<file path="config.mk">
export PLATFORM = sky130hd
export DESIGN_NAME = mux_2to1_arbiter
export DESIGN_NICKNAME = d
export VERILOG_FILES = /design/src/rtl/mux_2to1_arbiter.sv
export SDC_FILE = /design/constraint.sdc
export NUM_CORES = 1
export LEC_CHECK = 0
export ABC_AREA = 1
export CAP_MARGIN = 10
export CORE_AREA = 2 2 39 41
export CTS_CLUSTER_SIZE = 24
export DETAILED_ROUTE_END_ITERATION = 8
export DIE_AREA = 0 0 41 43
export DONT_BUFFER_PORTS = 1
export PLACE_DENSITY_LB_ADDON = 0.1
export SLEW_MARGIN = 10
export SYNTH_ARGS = -nofsm -noshare
export SYNTH_HDL_FRONTEND = slang
export SYNTH_SLANG_ARGS = --single-unit
</file>
<file path="constraint.sdc">
create_clock -name clk -period 1.7 [get_ports clk]
set_input_delay 0.51 -clock clk [delete_from_list [all_inputs] [get_ports clk]]
set_output_delay 0.51 -clock clk [all_outputs]
set_load 0.1 [all_outputs]
</file>
<file path="src/rtl/mux_2to1_arbiter.sv">
// Two-requester arbiter driving a shared 2:1 data mux.
// Grants are mutually exclusive and appear one cycle after the request is
// sampled. Ties go to the requester not served last. A hold counter forces
// the owner to yield after MAX_HOLD cycles when the other side is waiting.
//
// Ports:
//   clk, rst_n     clock, asynchronous active-low reset
//   req_a, req_b   requests for the shared mux
//   a, b           requester data (WIDTH bits)
//   gnt_a, gnt_b   registered grants
//   sel            registered mux select (0 = a, 1 = b), holds its value in idle
//   y              combinational mux output, sel ? b : a
//   valid          registered, gnt_a | gnt_b
module mux_2to1_arbiter #(
  parameter int unsigned WIDTH    = 8,
  parameter int unsigned MAX_HOLD = 4
) (
  input  logic             clk,
  input  logic             rst_n,
  input  logic             req_a,
  input  logic             req_b,
  input  logic [WIDTH-1:0] a,
  input  logic [WIDTH-1:0] b,
  output logic             gnt_a,
  output logic             gnt_b,
  output logic             sel,
  output logic [WIDTH-1:0] y,
  output logic             valid
);

  localparam int unsigned CNT_W = (MAX_HOLD > 2) ? $clog2(MAX_HOLD) : 1;
  localparam logic [CNT_W-1:0] HOLD_LAST = CNT_W'(MAX_HOLD - 1);

  typedef enum logic [1:0] {
    ST_IDLE    = 2'd0,
    ST_GRANT_A = 2'd1,
    ST_GRANT_B = 2'd2
  } state_e;

  state_e           state_q, state_d;
  logic [CNT_W-1:0] cnt_q, cnt_d;
  logic             last_b_q, last_b_d;
  logic             gnt_a_q, gnt_a_d;
  logic             gnt_b_q, gnt_b_d;
  logic             sel_q, sel_d;
  logic             valid_q, valid_d;
  logic             hold_expired;

  // State, counter, pointer and output registers
  always_ff @(posedge clk or negedge rst_n) begin
    if (!rst_n) begin
      state_q  <= ST_IDLE;
      cnt_q    <= '0;
      last_b_q <= 1'b1;  // A wins the first tie
      gnt_a_q  <= 1'b0;
      gnt_b_q  <= 1'b0;
      sel_q    <= 1'b0;
      valid_q  <= 1'b0;
    end else begin
      state_q  <= state_d;
      cnt_q    <= cnt_d;
      last_b_q <= last_b_d;
      gnt_a_q  <= gnt_a_d;
      gnt_b_q  <= gnt_b_d;
      sel_q    <= sel_d;
      valid_q  <= valid_d;
    end
  end

  // Next state, hold counter and last-served pointer
  always_comb begin
    state_d      = state_q;
    cnt_d        = cnt_q;
    last_b_d     = last_b_q;
    hold_expired = (cnt_q == HOLD_LAST);

    unique case (state_q)
      ST_IDLE: begin
        if (req_a && req_b)  state_d = last_b_q ? ST_GRANT_A : ST_GRANT_B;
        else if (req_a)      state_d = ST_GRANT_A;
        else if (req_b)      state_d = ST_GRANT_B;
      end
      ST_GRANT_A: begin
        // Yield when done, or when the hold budget is spent and B waits
        if (req_b && (hold_expired || !req_a)) state_d = ST_GRANT_B;
        else if (!req_a)                       state_d = ST_IDLE;
      end
      ST_GRANT_B: begin
        if (req_a && (hold_expired || !req_b)) state_d = ST_GRANT_A;
        else if (!req_b)                       state_d = ST_IDLE;
      end
      default: state_d = ST_IDLE;
    endcase

    if (state_d != state_q) begin
      cnt_d = '0;
      if (state_d == ST_GRANT_A) last_b_d = 1'b0;
      if (state_d == ST_GRANT_B) last_b_d = 1'b1;
    end else if (state_q != ST_IDLE && !hold_expired) begin
      cnt_d = CNT_W'(cnt_q + 1'b1);
    end
  end

  // Registered outputs decoded from the next state
  always_comb begin
    gnt_a_d = (state_d == ST_GRANT_A);
    gnt_b_d = (state_d == ST_GRANT_B);
    valid_d = (state_d != ST_IDLE);
    sel_d   = sel_q;
    if (state_d == ST_GRANT_A) sel_d = 1'b0;
    if (state_d == ST_GRANT_B) sel_d = 1'b1;
  end

  assign gnt_a = gnt_a_q;
  assign gnt_b = gnt_b_q;
  assign sel   = sel_q;
  assign valid = valid_q;
  assign y     = sel_q ? b : a;

endmodule

</file>
==> results of run 1 <==
-- worst register-to-register path: stages, from the launching register on --
cell and delay (ns):
dfrtp_1 0.39, ha_1 0.23, inv_2 0.06, nand2_1 0.06, nand2_1 0.06, nand3_1 0.09
nand3_2 0.10, inv_1 0.08, ha_4 0.28, nand2_1 0.05, nand2_1 0.05, nand2_1 0.05
-- cells by family (layout without fill, tap and decap cells) --
family          count (synthesis)  count (layout)
xor+xnor                        1               1
flops                           9               9
compound gates                  5               5
buf+inv                        10              21
simple gates                   57              57
fa+ha+maj                       4               4
-- layer usage --
| layer | track usage (%) | vias to the layer above | routed length (µm) |
|---|---|---|---|
| met5 | 0 | - | 0 |
| met4 | 8.00 | 0 | 0 |
| met3 | 3.14 | 0 | 76 |
| met2 | 25.6 | 21 | 699 |
| met1 | 22.0 | 252 | 537 |
| li1 | - | 287 | - |
-- layout make-up --
cell class              count  area share [%]
clock buffers               4            2.85
repair buffers              8            7.99
inverters                   9            5.01
well taps                  16            2.17
multi-input cells          67            57.0
flip-flops and latches      9            24.9
-- synthesized netlist by cell type (all sizes together) --
master,number,area share [%]
nand2,43,28
dfrtp,8,34
inv,8,5.1
nand3,8,6.9
nor2,6,4.7
ha,4,8.6
o21ai,3,2.6
a21oi,2,2.4
buf,1,0.86
clkinv,1,0.64
dfstp,1,4.5
xor2,1,1.5
-- how the worst max path moves through the flow --
| stage | slack, ns | startpoint | end |
|---|---|---|---|
| CTS | 0.002 | sel | y[2] |
| global route | -0.02 | sel | y[0] |
| finish | 0.02 | sel | y[7] |
| global placement | 0.08 | cnt_q[0] | sel |
| floorplan | 0.06 | sel | y[0] |
| detailed placement | 0.06 | cnt_q[0] | sel |
-- stage by stage --
| step | instance area [µm²] | setup TNS, ns |
|---|---|---|
| 4_1_cts | 845 | 0 |
| 2_1_floorplan | 749 | 0 |
| 6_report | 923 | 0 |
| 3_5_place_dp | 796 | 0 |
| 5_1_grt | 923 | -0.119 |
| 3_3_place_gp | 796 | 0 |
-- state kept, by name, indices dropped and copies added, names as in the netlist --
signal,flops
state_q,2
valid,1
cnt_q,2
sel,1
gnt_b,1
last_b_q,1
gnt_a,1
-- repair_timing --
item                                    4_1_cts  5_1_grt
hold endpoints to repair                      8        0
endpoints found under the setup margin        8       10
hold buffers                                  1        0
gates resized for setup                       2       20
buffers inserted                              0        2
pin swaps                                     0        5
==> key figures, run 1 <==
Outcome
  • Outcome: finished, final reports clean

Cells and area
  • Ratio of cells with drive above 1 in the final layout: 43.3%
  • Area delta synth->final: 58.0%
  • Total Nets Final: 122
  • Fillers: 129
  • Final core occ: 66.7%
  • Multi-input gate area: 527 µm²
  • Register Area: 230 µm²
  • Most frequent cells in the layout: nand2_1 (22), nand2_8 (8), nand3_1 (7), nand2_2 (7), dfrtp_1 (7)
  • Most common cell after layout, fill and taps aside: nand2_1
  • Finished Layout Cells: 113
  • Antenna diodes: 0

Detailed routing
  • First drt pass iteration count: 4
  • Vias: 560
  • Drt wl/cell: 11.6 µm
  • DRT antenna net count: 0
  • Initial DRC count: 12
  • Via/cell ratio: 4.96
  • Routed WL: 1310 µm
  • DRC Markers: 0

Timing
  • Fmax: 0.594 GHz
  • Fin. max-slew vios: 0
  • RSZ-0062 raised after global routing: true
  • Final hold violation count: 0
  • Crit share post-route: 99.0%
  • Relative slew slack: 76.3%
  • Clk_skew: 0.00160 ns
  • Post-layout minimum cycle time: 1.68 ns
  • Min Hold Slack: 0.0913 ns
  • Worst setup margin: 0.0171 ns
  • # setup viols final: 0
  • Slew @ Worst Pin: 0.355 ns

Worst setup path
  • Critical path launch point type: flop
  • Reg2reg end: last_b_q
  • Critical path's largest stage delay: 0.54 ns
  • Worst-path fanout max: 6
  • Reg-to-reg slack, setup: 0.15 ns
  • Worst EP arrival: 1.17 ns
  • CP Class: reg2out
  • Worst path top cell family by delay: flip-flops
  • Slowest stage cell, crit path: dfrtp_4
  • Reg2Reg Launch Point: cnt_q[0]
  • CP Cell Sequence: buf_8 -> nand2_4 -> nand2_8
  • Crit. End Element: output port
  • WP depth: 3
  • WP data required: 1.19 ns
  • Critical path buffer and inverter count: 1
  • R2r worst-path depth: 11

Synth
  • Multiplexer share of the synthesized area: 0%
  • Syn Std Cell Area: 584 µm²
  • Post-synth net total: 110
  • Post-Syn Instances: 86
  • Xor and xnor area share after synthesis: 1.50%
  • Compound-Gate Fraction of Synth Area: 4.93%
  • Sequential share of the synthesized area: 38.8%
  • Post-synthesis sequential element count: 9
  • Synth Area in Adders: 8.57%
  • Synth Warn #: 0
  • Post-Synth Simple-Gate Area: 39.6%
  • Synth cell types: 16
  • Avg Synthesized Cell Area: 6.79 µm²
  • Main combinational cell family by area after synthesis: simple AND/OR/NAND/NOR gates

Global route
  • Vias in the first global route: 486
  • First-pass GRT wire length: 1990 µm
  • Grt total ovfl: 0
  • All-Layer GR Usage: 16.8%
  • Largest net degree at the start of global routing: 11
  • Initial antenna violation count: 0

CTS
  • CTS tree: built
  • Root Buffer: clkbuf_4
  • Sink Count: 9
  • CTS Buf Count: 3
  • Max Root-Sink Buffers: 2
  • Clk_lat worst skew: 0.25 ns
  • Clk slew on worst S/H paths: 0.06 ns
  • H-tree depth: 1

Floorplan
  • Row Count: 14
  • Core Box Area: 1380 µm²
  • Die width: 41 µm
  • Die Y: 43 µm
  • Initial core utilization: 42.2%
  • I/O pins: 32
  • Die area: 1760 µm²

Placement
  • I/O Buffers: 0
  • Pre-CTS setup slack: 0.0573 ns
  • Placer Congestion: 0.806
  • Placed cell count: 106
  • Final HPWL DP: 994 µm

Run
  • Max-cap viol count: 0

Hold path
  • Worst Hold Class: in2async
Power of run 1 is not shown: default switching activity piles up to over one toggle a cycle in this logic, so the estimate is an artifact.
==> inputs of run 2 (changes only) <==
--- a/config.mk
+++ b/config.mk
@@ -13,6 +13,7 @@
 export DIE_AREA = 0 0 41 43
 export DONT_BUFFER_PORTS = 1
 export PLACE_DENSITY_LB_ADDON = 0.1
+export SETUP_SLACK_MARGIN = 0.02
 export SLEW_MARGIN = 10
 export SYNTH_ARGS = -nofsm -noshare
 export SYNTH_HDL_FRONTEND = slang
==> run 2 against run 1 <==
Compared with the run above:
- final area is 0.81% lower
- sequential cell count is the same
- worst hold slack lost 0.00090 ns
- global-route usage increased by 1.1 points
- clock-buffer cell count is the same
- critical path type unchanged
- routed wire length increased by 1.8%
==> key figures, run 2 (synthesis results as in run 1) <==
Outcome
  • Outcome: finished, final reports clean

Worst setup path
  • Critical path's largest stage delay: 0.54 ns
  • CP Cell Sequence: buf_8 -> nand2_4 -> nand2_8
  • Reg2Reg Launch Point: state_q[1]
  • Worst path top cell family by delay: flip-flops
  • Critical path launch point type: flop
  • WP data required: 1.19 ns
  • R2r worst-path depth: 8
  • WP depth: 3
  • Worst-path fanout max: 6
  • Reg-to-reg slack, setup: 0.16 ns
  • Crit. End Element: output port
  • Critical path buffer and inverter count: 1
  • Slowest stage cell, crit path: dfrtp_4
  • Worst EP arrival: 1.18 ns
  • CP Class: reg2out
  • Reg2reg end: last_b_q

Floorplan
  • Initial core utilization: 42.2%
  • Row Count: 14
  • Die area: 1760 µm²
  • I/O pins: 32
  • Die Y: 43 µm
  • Core Box Area: 1380 µm²
  • Die width: 41 µm

CTS
  • Sink Count: 9
  • Max Root-Sink Buffers: 2
  • CTS tree: built
  • H-tree depth: 1
  • CTS Buf Count: 3
  • Root Buffer: clkbuf_4
  • Clk slew on worst S/H paths: 0.06 ns
  • Clk_lat worst skew: 0.26 ns

Timing
  • RSZ-0062 raised after global routing: true
  • Relative slew slack: 76.2%
  • Fin. max-slew vios: 0
  • # setup viols final: 0
  • Crit share post-route: 99.3%
  • Post-layout minimum cycle time: 1.69 ns
  • Final hold violation count: 0
  • Fmax: 0.593 GHz
  • Slew @ Worst Pin: 0.356 ns
  • Clk_skew: 0.000907 ns

Detailed routing
  • DRT antenna net count: 0
  • Via/cell ratio: 5.03
  • Vias: 568
  • Routed WL: 1340 µm
  • Met2 routed WL: 705 µm
  • Met3 WL: 68 µm
  • Drt wl/cell: 11.8 µm
  • Highest routed metal layer: met3
  • First drt pass iteration count: 4
  • Wire length on met1: 562 µm
  • Initial DRC count: 10
  • DRC Markers: 0

Placement
  • Placer Congestion: 0.806
  • Final HPWL DP: 994 µm
  • Area after DPL: 796 µm²
  • I/O Buffers: 0

Cells and area
  • Fillers: 127
  • Cell area after layout: 916 µm²
  • Antenna diodes: 0
  • Area delta synth->final: 56.7%
  • Total Nets Final: 122
  • Most common cell after layout, fill and taps aside: nand2_1
  • Most frequent cells in the layout: nand2_1 (22), nand2_2 (9), nand2_8 (8)
  • Largest regs: cnt_q: 2 flops, state_q: 2 flops
  • Ratio of cells with drive above 1 in the final layout: 44.3%

Global route
  • First-pass GRT wire length: 2140 µm
  • All-Layer GR Usage: 18.0%
  • Grt total ovfl: 0
  • Initial antenna violation count: 0
  • Largest net degree at the start of global routing: 10
  • Vias in the first global route: 527

Run
  • Max-cap viol count: 0

Hold path
  • Worst Hold Class: in2async
run 2: cell counts in the layout (fill, tap and decap cells not counted):
No cell type changed its count.
run 2: worst max-delay path by stage:
stage	startpoint	end	slack, ns
after floorplan	sel	y[0]	0.06
after global placement	cnt_q[0]	sel	0.08
after detailed placement	cnt_q[0]	sel	0.06
after CTS	sel	y[3]	0.001
after global routing	sel	y[3]	-0.02
final	sel	y[3]	0.01
run 2: cell type report:
cell class / count / area (µm²) / area share, %
flip-flops and latches: 9 / 230 / 25.1
well taps: 16 / 20.0 / 2.19
inverters: 9 / 46.3 / 5.05
clock buffers: 4 / 26.3 / 2.87
repair buffers: 8 / 73.8 / 8.06
multi-input cells: 67 / 519 / 56.7
run 2: stage by stage:
| stage | hold slack [ns] | std cells | setup WS [ns] | TNS (ns) | utilization, % |
|---|---|---|---|---|---|
| floorplan | 0.214 | 86 | 0.0615 | 0 | - |
| global placement | 0.215 | 106 | 0.0800 | 0 | 57.5 |
| detailed placement | 0.215 | 106 | 0.0573 | 0 | 57.5 |
| CTS | 0.0808 | 112 | 0.00122 | 0 | 64.2 |
| global route | 0.0768 | 113 | -0.0242 | -0.123 | 66.2 |
| finish | 0.0904 | 113 | 0.0125 | 0 | 66.2 |
run 2: metal layers:
| layer | vias up | global-route usage, % |
|---|---|---|
| met5 | - | 0 |
| met4 | 0 | 8.00 |
| met3 | 0 | 3.14 |
| met2 | 15 | 28.7 |
| met1 | 265 | 22.4 |
| li1 | 288 | - |
run 2: repair_timing:
| item | 4_1_cts | 5_1_grt |
|---|---|---|
| endpoints found under the hold margin | 8 | 0 |
| endpoints found under the setup margin | 8 | 11 |
| gates resized for setup | 13 | 6 |
| hold buffers | 1 | 0 |
| setup buffers | 1 | 1 |
| pin swaps | 5 | 2 |
Power of run 2 is left out for the same reason.
